`src/rtl/sequence_memory_module_if.sv`:
```
// Command, generator handshake, playback and check signals of the sequence memory.
// The slave side is the sequence memory; the master side is the game controller/generator.
interface sequence_memory_module_if #(
   parameter int LEN_W = 6
);
   logic             i_clear;
   logic             i_append;
   logic             o_gen_req;
   logic             i_gen_valid;
   logic [2:0]       i_gen_value;
   logic             i_start_play;
   logic [3:0]       o_led;
   logic             o_play_busy;
   logic             o_play_done;
   logic             i_start_check;
   logic             i_check_valid;
   logic [2:0]       i_check_value;
   logic             o_match;
   logic             o_mismatch;
   logic             o_round_ok;
   logic [LEN_W-1:0] o_length;
   logic             o_full;

   modport slave (
      input  i_clear, i_append, i_gen_valid, i_gen_value, i_start_play,
      input  i_start_check, i_check_valid, i_check_value,
      output o_gen_req, o_led, o_play_busy, o_play_done,
      output o_match, o_mismatch, o_round_ok, o_length, o_full
   );

   modport master (
      output i_clear, i_append, i_gen_valid, i_gen_value, i_start_play,
      output i_start_check, i_check_valid, i_check_value,
      input  o_gen_req, o_led, o_play_busy, o_play_done,
      input  o_match, o_mismatch, o_round_ok, o_length, o_full
   );
endinterface

```
`src/rtl/sequence_memory_module.sv`:
```
// Colour sequence store: appends generated colours, replays them on one-hot LEDs
// with programmable on/off times, and checks player presses against the stored sequence.
//
// state      | meaning
// S_IDLE     | waiting for a command (clear > append > play > check)
// S_WAIT_GEN | generator requested, waiting for a legal colour
// S_PLAY_ON  | LED for element idx lit, ON_CYCLES long
// S_PLAY_OFF | LEDs dark, OFF_CYCLES long, then next element or done
// S_CHECK    | comparing player presses against element idx
module sequence_memory_module #(
   parameter int MAX_LEN    = 32,
   parameter int ON_CYCLES  = 50_000_000,
   parameter int OFF_CYCLES = 25_000_000,
   parameter int LEN_W      = $clog2(MAX_LEN + 1)
) (
   input  logic                    i_clk,
   input  logic                    i_rst_n,
   sequence_memory_module_if.slave bus
);

   localparam int IDX_W   = (MAX_LEN > 1) ? $clog2(MAX_LEN) : 1;
   localparam int MAX_CYC = (ON_CYCLES > OFF_CYCLES) ? ON_CYCLES : OFF_CYCLES;
   localparam int CNT_W   = (MAX_CYC > 1) ? $clog2(MAX_CYC) : 1;

   localparam logic [CNT_W-1:0] ON_LAST  = CNT_W'(ON_CYCLES - 1);
   localparam logic [CNT_W-1:0] OFF_LAST = CNT_W'(OFF_CYCLES - 1);
   localparam logic [LEN_W-1:0] LEN_MAX  = LEN_W'(MAX_LEN);

   typedef enum logic [2:0] {
      S_IDLE,
      S_WAIT_GEN,
      S_PLAY_ON,
      S_PLAY_OFF,
      S_CHECK
   } state_t;

   state_t           state_q, state_d;
   logic [LEN_W-1:0] len_q, len_d;
   logic [LEN_W-1:0] idx_q, idx_d;
   logic [CNT_W-1:0] cnt_q, cnt_d;
   logic [3:0]       led_q, led_d;
   logic             busy_q, busy_d;
   logic             gen_req_q, gen_req_d;
   logic             done_q, done_d;
   logic             match_q, match_d;
   logic             mismatch_q, mismatch_d;
   logic             round_ok_q, round_ok_d;
   logic             full_q, full_d;

   logic [2:0]       mem_q [MAX_LEN];
   logic             mem_we;
   logic [IDX_W-1:0] mem_waddr;
   logic [2:0]       mem_wdata;

   logic [2:0]       cur_val;
   logic             idx_last;
   logic             gen_legal;

   function automatic logic [3:0] onehot(input logic [2:0] v);
      logic [3:0] r;
      case (v)
         3'd1:    r = 4'b0001;
         3'd2:    r = 4'b0010;
         3'd3:    r = 4'b0100;
         3'd4:    r = 4'b1000;
         default: r = 4'b0000;
      endcase
      return r;
   endfunction

   assign cur_val   = mem_q[idx_q[IDX_W-1:0]];
   assign idx_last  = (idx_q == len_q - LEN_W'(1));
   assign gen_legal = (bus.i_gen_value >= 3'd1) && (bus.i_gen_value <= 3'd4);

   always_comb begin
      state_d    = state_q;
      len_d      = len_q;
      idx_d      = idx_q;
      cnt_d      = cnt_q;
      gen_req_d  = 1'b0;
      done_d     = 1'b0;
      match_d    = 1'b0;
      mismatch_d = 1'b0;
      round_ok_d = 1'b0;
      mem_we     = 1'b0;
      mem_waddr  = len_q[IDX_W-1:0];
      mem_wdata  = bus.i_gen_value;

      if (bus.i_clear) begin
         state_d = S_IDLE;
         len_d   = '0;
         idx_d   = '0;
         cnt_d   = '0;
      end else begin
         case (state_q)
            S_IDLE: begin
               // A full-buffer append still consumes the cycle's command slot.
               if (bus.i_append) begin
                  if (!full_q) begin
                     state_d   = S_WAIT_GEN;
                     gen_req_d = 1'b1;
                  end
               end else if (bus.i_start_play) begin
                  if (len_q != '0) begin
                     state_d = S_PLAY_ON;
                     idx_d   = '0;
                     cnt_d   = '0;
                  end else begin
                     done_d = 1'b1;
                  end
               end else if (bus.i_start_check) begin
                  if (len_q != '0) begin
                     state_d = S_CHECK;
                     idx_d   = '0;
                  end
               end
            end

            S_WAIT_GEN: begin
               if (bus.i_gen_valid && gen_legal) begin
                  mem_we  = 1'b1;
                  len_d   = len_q + LEN_W'(1);
                  state_d = S_IDLE;
               end
            end

            S_PLAY_ON: begin
               if (cnt_q == ON_LAST) begin
                  state_d = S_PLAY_OFF;
                  cnt_d   = '0;
               end else begin
                  cnt_d = cnt_q + CNT_W'(1);
               end
            end

            S_PLAY_OFF: begin
               if (cnt_q == OFF_LAST) begin
                  cnt_d = '0;
                  if (idx_last) begin
                     state_d = S_IDLE;
                     done_d  = 1'b1;
                  end else begin
                     state_d = S_PLAY_ON;
                     idx_d   = idx_q + LEN_W'(1);
                  end
               end else begin
                  cnt_d = cnt_q + CNT_W'(1);
               end
            end

            S_CHECK: begin
               if (bus.i_check_valid) begin
                  if (bus.i_check_value == cur_val) begin
                     if (idx_last) begin
                        round_ok_d = 1'b1;
                        state_d    = S_IDLE;
                     end else begin
                        match_d = 1'b1;
                        idx_d   = idx_q + LEN_W'(1);
                     end
                  end else begin
                     mismatch_d = 1'b1;
                     state_d    = S_IDLE;
                  end
               end
            end

            default: state_d = S_IDLE;
         endcase
      end

      // LED follows the element the next cycle will show, so it stays registered.
      led_d  = (state_d == S_PLAY_ON) ? onehot(mem_q[idx_d[IDX_W-1:0]]) : 4'b0000;
      busy_d = (state_d == S_PLAY_ON) || (state_d == S_PLAY_OFF);
      full_d = (len_d == LEN_MAX);
   end

   always_ff @(posedge i_clk) begin
      if (!i_rst_n) begin
         state_q    <= S_IDLE;
         len_q      <= '0;
         idx_q      <= '0;
         cnt_q      <= '0;
         led_q      <= '0;
         busy_q     <= 1'b0;
         gen_req_q  <= 1'b0;
         done_q     <= 1'b0;
         match_q    <= 1'b0;
         mismatch_q <= 1'b0;
         round_ok_q <= 1'b0;
         full_q     <= 1'b0;
      end else begin
         state_q    <= state_d;
         len_q      <= len_d;
         idx_q      <= idx_d;
         cnt_q      <= cnt_d;
         led_q      <= led_d;
         busy_q     <= busy_d;
         gen_req_q  <= gen_req_d;
         done_q     <= done_d;
         match_q    <= match_d;
         mismatch_q <= mismatch_d;
         round_ok_q <= round_ok_d;
         full_q     <= full_d;
      end
   end

   // Sequence contents survive reset; only the length is cleared.
   always_ff @(posedge i_clk) begin
      if (mem_we) begin
         mem_q[mem_waddr] <= mem_wdata;
      end
   end

   assign bus.o_gen_req   = gen_req_q;
   assign bus.o_led       = led_q;
   assign bus.o_play_busy = busy_q;
   assign bus.o_play_done = done_q;
   assign bus.o_match     = match_q;
   assign bus.o_mismatch  = mismatch_q;
   assign bus.o_round_ok  = round_ok_q;
   assign bus.o_length    = len_q;
   assign bus.o_full      = full_q;

endmodule

```
`src/flat_wrapper.sv`:
```
// flat-port wrapper written by rule: the top's interface ports become plain ports
module sequence_memory_module_flat 
#(
   parameter int MAX_LEN    = 32,
   parameter int ON_CYCLES  = 50_000_000,
   parameter int OFF_CYCLES = 25_000_000,
   parameter int LEN_W      = $clog2(MAX_LEN + 1)
)
  (i_clk, i_rst_n, bus_i_clear, bus_i_append, bus_i_gen_valid, bus_i_gen_value, bus_i_start_play, bus_i_start_check, bus_i_check_valid, bus_i_check_value, bus_o_gen_req, bus_o_led, bus_o_play_busy, bus_o_play_done, bus_o_match, bus_o_mismatch, bus_o_round_ok, bus_o_length, bus_o_full);
  sequence_memory_module_if #(.LEN_W(LEN_W)) bus_i ();
  input  logic i_clk;
  input  logic i_rst_n;
  input wire logic [$bits(bus_i.i_clear)-1:0] bus_i_clear;
  input wire logic [$bits(bus_i.i_append)-1:0] bus_i_append;
  input wire logic [$bits(bus_i.i_gen_valid)-1:0] bus_i_gen_valid;
  input wire logic [$bits(bus_i.i_gen_value)-1:0] bus_i_gen_value;
  input wire logic [$bits(bus_i.i_start_play)-1:0] bus_i_start_play;
  input wire logic [$bits(bus_i.i_start_check)-1:0] bus_i_start_check;
  input wire logic [$bits(bus_i.i_check_valid)-1:0] bus_i_check_valid;
  input wire logic [$bits(bus_i.i_check_value)-1:0] bus_i_check_value;
  output wire logic [$bits(bus_i.o_gen_req)-1:0] bus_o_gen_req;
  output wire logic [$bits(bus_i.o_led)-1:0] bus_o_led;
  output wire logic [$bits(bus_i.o_play_busy)-1:0] bus_o_play_busy;
  output wire logic [$bits(bus_i.o_play_done)-1:0] bus_o_play_done;
  output wire logic [$bits(bus_i.o_match)-1:0] bus_o_match;
  output wire logic [$bits(bus_i.o_mismatch)-1:0] bus_o_mismatch;
  output wire logic [$bits(bus_i.o_round_ok)-1:0] bus_o_round_ok;
  output wire logic [$bits(bus_i.o_length)-1:0] bus_o_length;
  output wire logic [$bits(bus_i.o_full)-1:0] bus_o_full;
  assign bus_i.i_clear = bus_i_clear;
  assign bus_i.i_append = bus_i_append;
  assign bus_i.i_gen_valid = bus_i_gen_valid;
  assign bus_i.i_gen_value = bus_i_gen_value;
  assign bus_i.i_start_play = bus_i_start_play;
  assign bus_i.i_start_check = bus_i_start_check;
  assign bus_i.i_check_valid = bus_i_check_valid;
  assign bus_i.i_check_value = bus_i_check_value;
  assign bus_o_gen_req = bus_i.o_gen_req;
  assign bus_o_led = bus_i.o_led;
  assign bus_o_play_busy = bus_i.o_play_busy;
  assign bus_o_play_done = bus_i.o_play_done;
  assign bus_o_match = bus_i.o_match;
  assign bus_o_mismatch = bus_i.o_mismatch;
  assign bus_o_round_ok = bus_i.o_round_ok;
  assign bus_o_length = bus_i.o_length;
  assign bus_o_full = bus_i.o_full;
  sequence_memory_module #(.MAX_LEN(MAX_LEN), .ON_CYCLES(ON_CYCLES), .OFF_CYCLES(OFF_CYCLES), .LEN_W(LEN_W)) u_core (.i_clk(i_clk), .i_rst_n(i_rst_n), .bus(bus_i));
endmodule
```
`config.mk`:
```
export PLATFORM = sky130hd
export DESIGN_NAME = sequence_memory_module_flat
export DESIGN_NICKNAME = d
export VERILOG_FILES = /design/src/rtl/sequence_memory_module_if.sv /design/src/rtl/sequence_memory_module.sv /design/src/flat_wrapper.sv
export SDC_FILE = /design/constraint.sdc
export NUM_CORES = 1
export LEC_CHECK = 0
export BUFFER_PORTS_ARGS = -buffer_cell sky130_fd_sc_hd__buf_4
export CAP_MARGIN = 20
export CORE_MARGIN = 2
export CORE_UTILIZATION = 40
export DETAILED_ROUTE_END_ITERATION = 10
export PLACE_DENSITY = 0.66
export SYNTH_ARGS = -nofsm -noshare
export SYNTH_HDL_FRONTEND = slang
export SYNTH_SLANG_ARGS = --single-unit
export TNS_END_PERCENT = 20
```
`constraint.sdc`:
```
create_clock -name i_clk -period 4.2 [get_ports i_clk]
set_input_delay 0.21 -clock i_clk [delete_from_list [all_inputs] [get_ports i_clk]]
set_output_delay 0.21 -clock i_clk [all_outputs]
set_load 0.05 [all_outputs]
```
==> flow_summary.json <==
{
  "slew_violations": 0,
  "endpoint_kind": "register",
  "layout_min_cycle_time_ns": 4.130,
  "hold_class": "in -> reg",
  "ys_types": 80,
  "ys_top_cells_by_area": "edfxtp_1 34%, dfxtp_1 12%, mux2i_1 4.5%",
  "outcome": "finished, final reports clean",
  "initial_core_util_pct": 40.48,
  "avgSynthCellArea_sq_um": 10.03,
  "htreeDepth": 4,
  "ir_worst_vdd_uv": 227.7,
  "finalPower_mw": 3.111,
  "synthCells": 840,
  "crit_required_ns": 4.51,
  "yosys.area.top_type": "edfxtp_1",
  "syn2layout_area_growth_pct": 16.71,
  "rsz0062_at_grt": "yes",
  "cts_sinks": 148,
  "nets": 911,
  "cts_buffers": 17,
  "synth-simple-area-share_pct": 21.40,
  "cap_violations": 0,
  "setup-tns-final_ns": 0,
  "stdcell_area_sq_mm": 0.009838,
  "path_clk_slew_ns": 0.06,
  "synth_fp_nets": 860,
  "dr.pass1.iters": 8,
  "wl_per_cell_microns": 21.70,
  "crit_arrival_ns": 4.44,
  "place_congestion": 1.016,
  "drtIter0Drc": 996,
  "synth_fa_ha_area_share_pct": 0.8906,
  "io_buffers": 30,
  "die_h_microns": 149.2,
  "dpl_cell_area_sq_mm": 0.009180,
  "synthFlopType": "edfxtp_1",
  "synth_common_cells": "101 x nor2_1, 96 x edfxtp_1, 64 x nand2_1",
  "die_w_microns": 149.2,
  "clk_path_buf_depth": 2,
  "grt_pass1_vias": 6730,
  "synth_edf_count": 96,
  "place_inst": 1147,
  "grt_pass1_wl_mm": 39.01,
  "clock_latency_ns": 0.43,
  "final-hold-violation-count": 0,
  "rows": 53,
  "drive_above_1_share_pct": 18.72,
  "clock_skew_ns": 0.01331,
  "grt_max_degree": 35,
  "drc": 0,
  "ant_nets": 0,
  "dieArea_sq_mm": 0.02225,
  "synth_top_area_share_pct": 34.20,
  "antenna_found_initial": 0,
  "grt_overflow_total": 0,
  "synth-warning-count": 0,
  "setup_violations": 0,
  "num-fill-cells": 1976,
  "synth_compound_area_share_pct": 15.69,
  "hpwl_mm": 18.01,
  "ys_ff_latch": 148,
  "p_leak_nw": 3.201,
  "synth_top_family_by_area": "simple AND/OR/NAND/NOR gates",
  "routed_wl_mm": 25.56,
  "root_buffer": "clkbuf_16",
  "setup_slack_ns": 0.06978,
  "cp-start-kind": "register",
  "fmax_ghz": 0.2421,
  "yosysMostFrequentCell": "nor2_1",
  "n_antenna_cell": 0,
  "place_ws_ns": 0.04040,
  "via_per_inst": 6.154,
  "multi_input_area_sq_mm": 0.004265,
  "seqCellArea_sq_mm": 0.003928,
  "grt_util_all_layers_pct": 23.20,
  "period_share_pct": 98.34,
  "io_pins": 31,
  "core_area_sq_mm": 0.02082,
  "num_vias": 7250,
  "worstSetupPathType": "reg -> reg",
  "crit_fanout": 25,
  "relSlewSlack_pct": 31.19,
  "async_flop_share_pct": 0,
  "tightest_slew_ns": 1.032,
  "yosys.area_share.xor_xnor_pct": 2.182,
  "fin_cells": 1178,
  "synth_seq_area_share_pct": 46.55,
  "cts_tree": "yes",
  "powerDensity_mw_per_mm2": 316.2,
  "muxShareOfSynthArea_pct": 9.411,
  "synth_area_sq_mm": 0.008429
}
==> per-stage QoR <==
stage	hold WS (ns)	utilization, %
after floorplan	0.3089	-
after global placement	0.4901	44.09
after detailed placement	0.4978	44.09
after CTS	0.07684	46.82
after global routing	0.09600	47.25
final	0.08507	47.25
==> state kept, by name, indices dropped and copies added, names as in the netlist <==
register and cells:
u_core.bus.o_full 1, u_core.bus.o_gen_req 1, u_core.bus.o_led 4, u_core.bus.o_length 6, u_core.bus.o_match 1, u_core.bus.o_mismatch 1, u_core.bus.o_play_busy 1, u_core.bus.o_play_done 1
u_core.bus.o_round_ok 1, u_core.cnt_q 26, u_core.idx_q 6, u_core.mem_q 96, u_core.state_q 3
==> timing repair <==
| action | in CTS | in global routing |
|---|---|---|
| gates resized for setup | 0 | 19 |
| buffers inserted | 0 | 0 |
| hold endpoints to repair | 0 | 0 |
| setup endpoints to repair | 0 | 4 |
| hold buffers | 0 | 0 |
==> path summary, 6_finish.rpt <==
kind	from	endpoint	slack [ns]	depth (start not counted)
hold reg to reg	u_core.cnt_q[5]	u_core.cnt_q[5]	0.51	2
setup reg to reg	u_core.idx_q[1]	u_core.bus.o_led[0]	0.07	14
hold / removal	bus_i_start_check	u_core.state_q[2]	0.09	3
setup / recovery	u_core.idx_q[1]	u_core.bus.o_led[0]	0.07	14
==> critical path, stage by stage (launching register included) <==
cell       delay (ns)
dfxtp_1          0.35
buf_12           0.20
mux4_2           0.51
nor2_1           0.15
nor4_2           0.09
o31a_1           0.27
o211a_1          0.32
buf_4            0.20
a31o_2           0.24
a31o_2           0.35
a2111oi_1        0.46
nand3_1          0.18
nand4_1          0.14
nand4_1          0.23
and4bb_1         0.30
==> metal layers <==
metal	part of all wire, %	track usage (%)	vias to the layer above
li1	-	-	3311
met2	44	36.38	425
met3	8.5	5.382	92
met1	43	31.07	3422
met5	0	0	-
met4	3.7	9.333	0
==> cell families (layout without fill, tap and decap cells) <==
group                      after synthesis  count (layout)
adders and majority gates                6               6
and+or+nand+nor                        355             355
AOI/OAI and AO/OA                      185             185
DFF                                    148             148
xor gates and xnor gates                21              21
buffers and inverters                   61             124
muxes                                   64              64
==> where the power goes <==
| group | leakage, nW | total (mW) | switching [mW] | internal, mW |
|---|---|---|---|---|
| Clock | 0.274 | 1.49 | 0.656 | 0.829 |
| Sequential | 1.28 | 1.55 | 0.00164 | 1.55 |
| Combinational | 1.64 | 0.0772 | 0.0535 | 0.0238 |
==> final cells by class <==
| cell class | count | area share [%] |
|---|---|---|
| Tap cell | 275 | 3.497 |
| Clock buffer | 17 | 4.324 |
| Clock inverter | 14 | 1.463 |
| Timing Repair Buffer | 82 | 7.020 |
| Sequential cell | 148 | 39.92 |
| Multi-Input combinational cell | 631 | 43.35 |
| Inverter | 11 | 0.4197 |
==> layout by cell type, fill, tap and decap left out, types with 11 or more instances in the layout <==
cell       instances
dfxtp_1           51
buf_4             76
mux2_2            11
nand3_1           54
a31oi_1           11
a21oi_1           34
mux2i_1           38
edfxtp_1          96
nand2_1           64
clkbuf_16         17
and3_1            14
o211ai_1          11
xor2_1            12
inv_1             11
nor2b_1           12
nor2_1            99
nand4_1           22
o21ai_0           40
nor3_1            18
No activity file was read; power rests on OpenSTA's default activity.
